<file path="src/rtl/mem_access_ctrl_pkg.sv">
// Shared encodings and helpers for the MEM-stage RAM access controller.
package mem_access_ctrl_pkg;

   localparam logic [1:0] SZ_BYTE = 2'b00;
   localparam logic [1:0] SZ_HALF = 2'b01;
   localparam logic [1:0] SZ_WORD = 2'b10;
   localparam logic [1:0] SZ_ILL  = 2'b11;

   localparam logic CHIP_ENABLE  = 1'b1;
   localparam logic READ_ENABLE  = 1'b1;
   localparam logic WRITE_ENABLE = 1'b1;

   typedef enum logic [1:0] {
      ST_IDLE = 2'b00,
      ST_ACC0 = 2'b01,
      ST_ACC1 = 2'b10,
      ST_DONE = 2'b11
   } state_t;

   typedef struct packed {
      logic        we;
      logic [1:0]  size;
      logic        sgn;
      logic [31:0] addr;
      logic [31:0] wdata;
   } req_t;

   // Access width in bytes; the illegal encoding is treated as a word here
   // and rejected separately.
   function automatic logic [2:0] size_bytes(input logic [1:0] size);
      case (size)
         SZ_BYTE: return 3'd1;
         SZ_HALF: return 3'd2;
         default: return 3'd4;
      endcase
   endfunction

   // True when the access spills over into the next aligned word.
   function automatic logic crosses_word(input logic [1:0] size, input logic [1:0] offset);
      return ({1'b0, offset} + size_bytes(size)) > 3'd4;
   endfunction

endpackage

</file>
<file path="src/rtl/mem_access_ctrl_align.sv">
// Byte-lane steering for big-endian RAM words: store data/lane placement
// across up to two words, and load extraction plus extension.
module mem_lane_align
   import mem_access_ctrl_pkg::*;
(
   input  logic [1:0]  size,
   input  logic [1:0]  offset,
   input  logic        sgn,
   input  logic [31:0] wdata,
   input  logic [31:0] rd0,
   input  logic [31:0] rd1,
   output logic [31:0] wdata_hi,
   output logic [31:0] wdata_lo,
   output logic [3:0]  lanes_hi,
   output logic [3:0]  lanes_lo,
   output logic        split,
   output logic [31:0] rdata
);

   logic [2:0]  n;
   logic [5:0]  sh_n;
   logic [5:0]  sh_o;
   logic [31:0] wshift;
   logic [63:0] v;
   logic [63:0] cat;
   logic [7:0]  ones;
   logic [7:0]  m;
   logic [31:0] r;

   // Left-justify the store data, slide it right by the byte offset over a
   // two-word window; loads do the inverse and then extend.
   always_comb begin
      n        = size_bytes(size);
      split    = crosses_word(size, offset);
      sh_n     = {3'(3'd4 - n), 3'b000};
      sh_o     = {1'b0, offset, 3'b000};
      wshift   = wdata << sh_n;
      v        = {wshift, 32'h0} >> sh_o;
      case (n)
         3'd1:    ones = 8'h80;
         3'd2:    ones = 8'hC0;
         default: ones = 8'hF0;
      endcase
      m        = ones >> offset;
      wdata_hi = v[63:32];
      wdata_lo = v[31:0];
      lanes_hi = m[7:4];
      lanes_lo = m[3:0];
      cat      = {rd0, rd1} << sh_o;
      r        = cat[63:32] >> sh_n;
      case (size)
         SZ_BYTE: rdata = {{24{sgn & r[7]}}, r[7:0]};
         SZ_HALF: rdata = {{16{sgn & r[15]}}, r[15:0]};
         default: rdata = r;
      endcase
   end

endmodule

</file>
<file path="src/rtl/mem_access_ctrl.sv">
// Load/store initiator for the instruction/data RAM port: one request at a
// time, unaligned accesses optionally split into two aligned word cycles.
module mem_access_ctrl
   import mem_access_ctrl_pkg::*;
#(
   parameter bit SPLIT_EN = 1'b1
) (
   input  logic        clk,
   input  logic        rst_n,
   input  logic        req_valid,
   output logic        req_ready,
   input  logic        req_we,
   input  logic [1:0]  req_size,
   input  logic        req_signed,
   input  logic [31:0] req_addr,
   input  logic [31:0] req_wdata,
   output logic        resp_valid,
   output logic [31:0] resp_rdata,
   output logic        resp_err,
   output logic        mem_ce,
   output logic        mem_re,
   output logic        mem_we,
   output logic [31:0] mem_read_addr,
   input  logic [31:0] mem_read_data,
   output logic [31:0] mem_write_addr,
   output logic [31:0] mem_write_data,
   output logic [3:0]  mem_write
);

   state_t      state, state_nxt;
   req_t        req_q;
   logic        err_q;
   logic [31:0] rd0, rd1;
   logic        accept, req_err;
   logic [31:0] base, acc_addr;
   logic [31:0] wdata_hi, wdata_lo, ld_data;
   logic [3:0]  lanes_hi, lanes_lo;
   logic        split;

   assign accept  = req_valid & req_ready;
   assign req_err = (req_size == SZ_ILL) | (!SPLIT_EN & crosses_word(req_size, req_addr[1:0]));

   mem_lane_align u_align (
      .size     (req_q.size),
      .offset   (req_q.addr[1:0]),
      .sgn      (req_q.sgn),
      .wdata    (req_q.wdata),
      .rd0      (rd0),
      .rd1      (rd1),
      .wdata_hi (wdata_hi),
      .wdata_lo (wdata_lo),
      .lanes_hi (lanes_hi),
      .lanes_lo (lanes_lo),
      .split    (split),
      .rdata    (ld_data)
   );

   // State register; reset abandons any in-flight access.
   always_ff @(posedge clk or negedge rst_n) begin
      if (!rst_n) state <= ST_IDLE;
      else        state <= state_nxt;
   end

   // Request capture at accept, RAM read words captured after each access cycle.
   always_ff @(posedge clk or negedge rst_n) begin
      if (!rst_n) begin
         req_q <= '0;
         err_q <= 1'b0;
         rd0   <= '0;
         rd1   <= '0;
      end else if (accept) begin
         req_q <= '{we: req_we, size: req_size, sgn: req_signed, addr: req_addr, wdata: req_wdata};
         err_q <= req_err;
         rd0   <= '0;
         rd1   <= '0;
      end else if (state == ST_ACC0) begin
         rd0   <= mem_read_data;
      end else if (state == ST_ACC1) begin
         rd1   <= mem_read_data;
      end
   end

   // Next state plus all outputs, decoded from the current state only.
   always_comb begin
      state_nxt      = state;
      req_ready      = (state == ST_IDLE);
      mem_ce         = 1'b0;
      mem_re         = 1'b0;
      mem_we         = 1'b0;
      mem_read_addr  = '0;
      mem_write_addr = '0;
      mem_write_data = '0;
      mem_write      = '0;
      resp_valid     = 1'b0;
      resp_err       = 1'b0;
      resp_rdata     = '0;
      base           = {req_q.addr[31:2], 2'b00};
      acc_addr       = (state == ST_ACC1) ? base + 32'd4 : base;

      case (state)
         ST_IDLE: if (accept) state_nxt = req_err ? ST_DONE : ST_ACC0;
         ST_ACC0: state_nxt = split ? ST_ACC1 : ST_DONE;
         ST_ACC1: state_nxt = ST_DONE;
         default: state_nxt = ST_IDLE;
      endcase

      if (state == ST_ACC0 || state == ST_ACC1) begin
         mem_ce         = CHIP_ENABLE;
         mem_re         = req_q.we ? 1'b0 : READ_ENABLE;
         mem_we         = req_q.we ? WRITE_ENABLE : 1'b0;
         mem_read_addr  = acc_addr;
         mem_write_addr = acc_addr;
         if (req_q.we) begin
            mem_write_data = (state == ST_ACC1) ? wdata_lo : wdata_hi;
            mem_write      = (state == ST_ACC1) ? lanes_lo : lanes_hi;
         end
      end

      if (state == ST_DONE) begin
         resp_valid = 1'b1;
         resp_err   = err_q;
         if (!err_q && !req_q.we) resp_rdata = ld_data;
      end
   end

endmodule

</file>
<file path="config.mk">
export PLATFORM = sky130hd
export DESIGN_NAME = mem_access_ctrl
export DESIGN_NICKNAME = d
export VERILOG_FILES = /design/src/rtl/mem_access_ctrl_pkg.sv /design/src/rtl/mem_access_ctrl_align.sv /design/src/rtl/mem_access_ctrl.sv
export SDC_FILE = /design/constraint.sdc
export NUM_CORES = 1
export LEC_CHECK = 0
export ABC_CLOCK_PERIOD_IN_PS = 4200
export BUFFER_PORTS_ARGS = -buffer_cell sky130_fd_sc_hd__buf_4
export CORE_MARGIN = 2
export CORE_UTILIZATION = 30
export CTS_CLUSTER_SIZE = 8
export DETAILED_ROUTE_END_ITERATION = 10
export PLACE_DENSITY = 0.49
export SETUP_SLACK_MARGIN = 0.3
export SYNTH_ARGS = -nofsm -noshare
export SYNTH_HDL_FRONTEND = slang
export SYNTH_SLANG_ARGS = --single-unit
</file>
<file path="constraint.sdc">
create_clock -name clk -period 4.2 [get_ports clk]
set_clock_uncertainty 0.1 [all_clocks]
set_input_delay 0.42 -clock clk [delete_from_list [all_inputs] [get_ports clk]]
set_output_delay 0.42 -clock clk [all_outputs]
set_load 0.03 [all_outputs]
</file>
# --- After elaboration in Yosys (flattened, before gate mapping) ---
# Index checks and enable logic that the tools add are counted.
totals:
  elab_cells: 68
  reg_bits: 135
  in_bits: 103
classes:
  n_eq_ne: 9
  n_reduce_logical: 9
  n_lt_le_gt_ge: 1
  mux: 29
  bitwise_logic: 3
  n_addsub: 3
  n_shift: 5
ops:
  columns: ["operator", "n"]
  rows:
  - ["$mux 32", 12]
  - ["$pmux 32 s2", 1]
  - ["$shl 64x5->64", 1]
  - ["$shr 64x5->64", 1]
  - ["$add 32x3->32 const B", 1]
  - ["$shl 32x6->32", 1]
  - ["$shr 32x6->32", 1]
  - ["$pmux 7 s2", 1]
  - ["$mux 4", 3]
  - ["$mux 1", 8]
  - ["$shr 8x2->8", 1]
  - ["$eq 2x2->1 const B", 3]
  - ["$pmux 2 s3", 1]
  - ["$pmux 3 s2", 1]
  - ["$eq 2x1->1 const B", 2]
  - ["$logic_not 2->1", 2]
  - ["$mux 2", 2]
  - ["$reduce_bool 2->1", 2]
  - ["$add 2x3->3", 1]
  - ["$and 1x1->1", 3]
  - ["$eq 3x1->1 const B", 1]
  - ["$eq 3x2->1 const B", 1]
  - ["$gt 3x3->1 const B", 1]
  - ["$sub 3x3->3 const A", 1]
  - ["6 further kinds", 7]

# --- Logic depth before layout (Yosys ltp) ---
logic_depth:
  ltp_word: 8
  ltp_mapped: 12
  depth_no_buf: 8

# --- By module ---
# A second synthesis with hierarchy kept.
hier_totals:
  hier_cells: 1282
  area_unflattened_um2: 10327.4
modules_own_cells:
  columns: ["mod", "area_each_um2", "cells_per_inst", "n_inst", "seq_area_each_um2"]
  rows:
  - ["mem_access_ctrl", 7083.0, 843, 1, 3378.2]
  - ["mem_lane_align", 3244.4, 439, 1, 0.0]

# --- Least setup slack after synthesis ---
# OpenSTA, ideal clock, no wires.
synth_path:
  kind: "reg-to-output"
  from: "register req_q[65] (netlist bit)"
  to: "output port mem_write[0]"
  t_required_ps: 3680
  path_slack_ps: 53
  path_stages_with_launch: 10
  arrival_time_ps: 3627
  cell_sequence: "dfrtp_1 buf_6 or2_4 buf_2 buf_1 ha_1 inv_2 clkbuf_1 nor2_1 a2111oi_0"
synth_between:
  elab_chain_len: 8
  word_cells_on_any_way: 10
synth_lines:
  columns: ["element", "line", "rtl"]
  rows:
  - ["from (decl)", "mem_access_ctrl.sv:31", "req_t req_q;"]
  - ["from (signal assigned)", "mem_access_ctrl.sv:72", "req_q <= '{we: req_we, size: req_size, sgn: req_signed, addr: req_addr, wdata: req_wdata};"]
  - ["$eq 2x1->1 or $logic_not 2->1 (tied branches)", "mem_access_ctrl_pkg.sv:31", "case (size)"]
  - ["$pmux 3 s2 *", "mem_access_ctrl_pkg.sv:31", null]
  - ["$eq 3x2->1 or $eq 3x1->1 (tied branches)", "mem_access_ctrl_align.sv:39", "case (n)"]
  - ["$pmux 7 s2 *", "mem_access_ctrl_align.sv:39", null]
  - ["$shr 8x2->8 *", "mem_access_ctrl_align.sv:44", "m = ones >> offset;"]
  - ["$mux 4 *", "mem_access_ctrl.sv:115", "mem_write = (state == ST_ACC1) ? lanes_lo : lanes_hi;"]
  - ["$mux 4 *", "mem_access_ctrl.sv:113", "if (req_q.we) begin"]
  - ["$mux 4 *", "mem_access_ctrl.sv:107", "if (state == ST_ACC0 || state == ST_ACC1) begin"]
  - ["to (decl)", "mem_access_ctrl.sv:27", "output logic [3:0] mem_write"]
# Mark *: on every way between the ends. The rest lies on a longest branch, timed or not.

# --- Worst setup path after layout ---
layout_path:
  from: "register req_q[66] (netlist bit)"
  to: "output port mem_write_data[0]"
layout_between:
  elab_chain_len: 8
  word_cells_on_any_way: 9
layout_lines:
  columns: ["element", "line", "rtl"]
  rows:
  - ["$eq 2x1->1 or $logic_not 2->1 (tied branches)", "mem_access_ctrl_pkg.sv:31", null]
  - ["$pmux 3 s2 *", "mem_access_ctrl_pkg.sv:31", null]
  - ["$sub 3x3->3 *", "mem_access_ctrl_align.sv:35", "sh_n = {3'(3'd4 - n), 3'b000};"]
  - ["$shl 32x6->32 *", "mem_access_ctrl_align.sv:37", "wshift = wdata << sh_n;"]
  - ["$shr 64x5->64 *", "mem_access_ctrl_align.sv:38", "v = {wshift, 32'h0} >> sh_o;"]
  - ["$mux 32 *", "mem_access_ctrl.sv:114", "mem_write_data = (state == ST_ACC1) ? wdata_lo : wdata_hi;"]
  - ["$mux 32 *", "mem_access_ctrl.sv:113", null]
  - ["$mux 32 *", "mem_access_ctrl.sv:107", null]
  - ["to (decl)", "mem_access_ctrl.sv:26", "output logic [31:0] mem_write_data,"]
# Marks and branches as above.

==> results.sh <==
export IMPL_seqPwrFrac_pct=21.2
export IMPL_cts_tree="done"
export IMPL_yosysTopAreaCellShare_pct=34.0
export IMPL_vias=8857
export IMPL_yosysSeqAreaShare_pct=34.0
export IMPL_grt_max_degree=65
export IMPL_synth_main_ff_cell="dfrtp_1"
export IMPL_clock_sinks=127
export IMPL_syn_inst=1145
export IMPL_final_antenna_net_count=0
export IMPL_dieArea_um2=32600
export IMPL_firstDrtPassIters=5
export IMPL_drv_slew=0
export IMPL_rr_startpoint="req_q[66]"
export IMPL_hp_class="in -> reg"
export IMPL_p_total_mw=11.4
export IMPL_period_minus_slack_ps=3780
export IMPL_antenna_found_initial=3
export IMPL_rsz0062_at_grt="no"
export IMPL_place_ws_ps=549
export IMPL_core_um2=30700
export IMPL_die_h_um=181
export IMPL_hold_violations=0
export IMPL_layout_drive_gt1_share_pct=29.0
export IMPL_p_int_mw=5.46
export IMPL_synth_seq_cells=127
export IMPL_design_area_um2=12000
export IMPL_min_path_cells=3
export IMPL_pin_count=241
export IMPL_root_buffer="clkbuf_16"
export IMPL_arrival_ps=3260
export IMPL_portBuffers=236
export IMPL_switching_share_pct=52.2
export IMPL_dp_cells=1699
export IMPL_vdd_drop_max_mv=0.516
export IMPL_min_delay_start="req_wdata[5]"
export IMPL_r2r_cells=8
export IMPL_cp_start_kind="flop"
export IMPL_relSlewSlack_pct=31.1
export IMPL_yosys_warnings=0
export IMPL_drt_total_wl_mm=33.5
export IMPL_grt_pass1_vias=8895
export IMPL_viasPerCell=5.11
export IMPL_p_leak_nw=5.58
export IMPL_synthTopCellsByCount="nand2_1, dfrtp_1, nor2_1"
export IMPL_combPwrFrac_pct=65.5
export IMPL_tightest_slew_ps=1030
export IMPL_fin_nets=1436
export IMPL_wl_per_cell_um=19.4
export IMPL_report_final_setup_viol=0
export IMPL_insertion_delay_ps=410
export IMPL_worstReg2RegEnd="state[0]"
export IMPL_num_antenna_cells=0
export IMPL_outcome="finished clean"
export IMPL_placed_cell_area_um2=11300
export IMPL_rows=64
export IMPL_fin_cells=1732
export IMPL_crit_type="reg -> out"
export IMPL_cts_buffer_depth=2
export IMPL_hpwlAfterDp_mm=24.2
export IMPL_syn_area_um2=9360
export IMPL_synth_area_top_cells="dfrtp_1, nand2_1, mux2i_1, nor2_1, mux2_2"
export IMPL_first_iter_violations=619
export IMPL_synth_area_leader_cell="dfrtp_1"
export IMPL_synth_edf_count=0
export IMPL_cts_setup_buffers=0
export IMPL_drc_errors=0
export IMPL_area_delta_synth_final_pct=27.9
export IMPL_h_tree_depth=4
export IMPL_die_w_um=181
export IMPL_clockPowerShare_pct=13.3
export IMPL_tritoncts_num_buffers=17
export IMPL_ys_types=70
export IMPL_fmax_ghz=0.264
export IMPL_yosysMostFrequentCell="nand2_1"
export IMPL_maxCapViolations=0
export IMPL_grtUsageTotal_pct=20.4
export IMPL_switchingPower_mw=5.96
export IMPL_rrSetupSlack_ps=1540
export IMPL_cp_data_required_time_ps=3680
export IMPL_syn_avg_cell_area_um2=8.17
export IMPL_clk_pin_slew_ps=70
export IMPL_path_max_fanout=32
export IMPL_cp_end_kind="primary output"
export IMPL_gp_congestion=0.871
export IMPL_start_util_pct=30.5
export IMPL_overflow=0
export IMPL_pwr_density_cell_nw_per_um2=954
export IMPL_grt_pass1_wl_mm=52.7
export IMPL_holdPathEnd="req_q[5]"
export IMPL_synthArstFlopShare_pct=100
export IMPL_holdWs_ps=86.7
export IMPL_setup_ws_ps=418
export IMPL_finalCritPeriodShare_pct=90.1
export IMPL_fin_tns_setup_ps=0
export IMPL_final_core_util_pct=39.0
==> worst max path at each step <==
stage                     startpoint                  to  depth (start not counted)
after CTS                  req_q[66]      resp_rdata[14]                          9
after global placement     req_q[66]      resp_rdata[14]                          9
final                      req_q[66]   mem_write_data[0]                         10
after detailed placement   req_q[66]      resp_rdata[14]                          9
after floorplan            req_q[65]  mem_write_data[31]                         12
after global routing       req_q[66]      resp_rdata[16]                         10
==> sequential cells by signal, summed over array words and instances, names as in the netlist <==
| register | count |
|---|---|
| rd0 | 32 |
| base | 30 |
| rd1 | 24 |
| err_q | 1 |
| state | 2 |
| req_q | 38 |
==> power groups by stage <==
stage                     Clock [mW]  Sequential [mW]  Combinational (mW)
after floorplan                    0             2.15                5.48
after global placement             0             2.41                7.33
after detailed placement           0             2.41                7.34
after CTS                       1.53             2.40                7.42
after global routing            1.60             2.50                8.12
final                           1.51             2.42                7.49
==> timing repair <==
action                                 in CTS  in global routing
hold buffers                                1                  0
resized for setup                           5                 10
endpoints found under the hold margin      47                  0
setup endpoints to repair                  55                 46
==> logic make-up after synthesis <==
logic type | Yosys count | synth area share (%)
other | 1 | 0.0401
buffers and inverters | 124 | 6.95
adder cells (fa/ha/maj) | 10 | 1.34
AND/OR/NAND/NOR | 542 | 25.8
XOR/XNOR | 27 | 2.53
multiplexers | 127 | 16.0
AO/OA/AOI/OAI | 187 | 13.4
flip-flops | 127 | 34.0
==> area by class of cell <==
class	instances	area, µm²
Inverter	13	50.0
Tap cell	396	495
Clock inverter	12	124
Fill cell	3233	18700
Sequential cell	127	3180
Multi-Input combinational cell	897	5620
Timing Repair Buffer	267	2040
Clock buffer	20	467
==> worst max-delay path, cell delays in order (launching register included) <==
cell      delay (ps)
dfrtp_2          490
or2_4            280
buf_6            200
ha_2             270
xor2_4           240
nor2_1           240
buf_4            230
a32oi_1          130
or2_2            320
a21boi_1         230
buf_4            210
==> layout by cell type (no fill, tap or decap), types with 6 or more instances in the layout <==
| cell type | netlist | final |
|---|---|---|
| a211oi_1 | 24 | 23 |
| a21boi_1 | 6 | 6 |
| a21oi_1 | 36 | 36 |
| a22o_1 | 7 | 7 |
| a22oi_1 | 15 | 15 |
| a32oi_1 | 14 | 14 |
| and2_1 | 7 | 6 |
| and2_4 | 6 | 7 |
| buf_4 | 41 | 263 |
| clkbuf_16 | 0 | 17 |
| dfrtp_1 | 127 | 124 |
| ha_1 | 10 | 6 |
| inv_1 | 11 | 11 |
| mux2_2 | 32 | 32 |
| mux2i_1 | 79 | 79 |
| mux4_2 | 15 | 15 |
| nand2_1 | 302 | 301 |
| nand3_1 | 34 | 34 |
| nand4_1 | 15 | 15 |
| nor2_1 | 109 | 107 |
| nor3_1 | 15 | 15 |
| o211ai_1 | 7 | 7 |
| o21ai_0 | 27 | 27 |
| o21ai_1 | 23 | 23 |
| o221ai_1 | 7 | 7 |
| or2_0 | 6 | 6 |
| or2_2 | 7 | 7 |
| or3_1 | 10 | 10 |
| or4b_1 | 8 | 8 |
| xor2_1 | 21 | 20 |
==> routing by layer <==
| layer | global-route usage, % | vias to the layer above | wire [µm] |
|---|---|---|---|
| met4 | 3.58 | 4 | 244 |
| met2 | 32.1 | 325 | 15300 |
| li1 | - | 4319 | - |
| met1 | 28.7 | 4187 | 15700 |
| met3 | 4.69 | 22 | 2300 |
| met5 | 0 | - | 33 |
(Power assumes the default switching activity.)
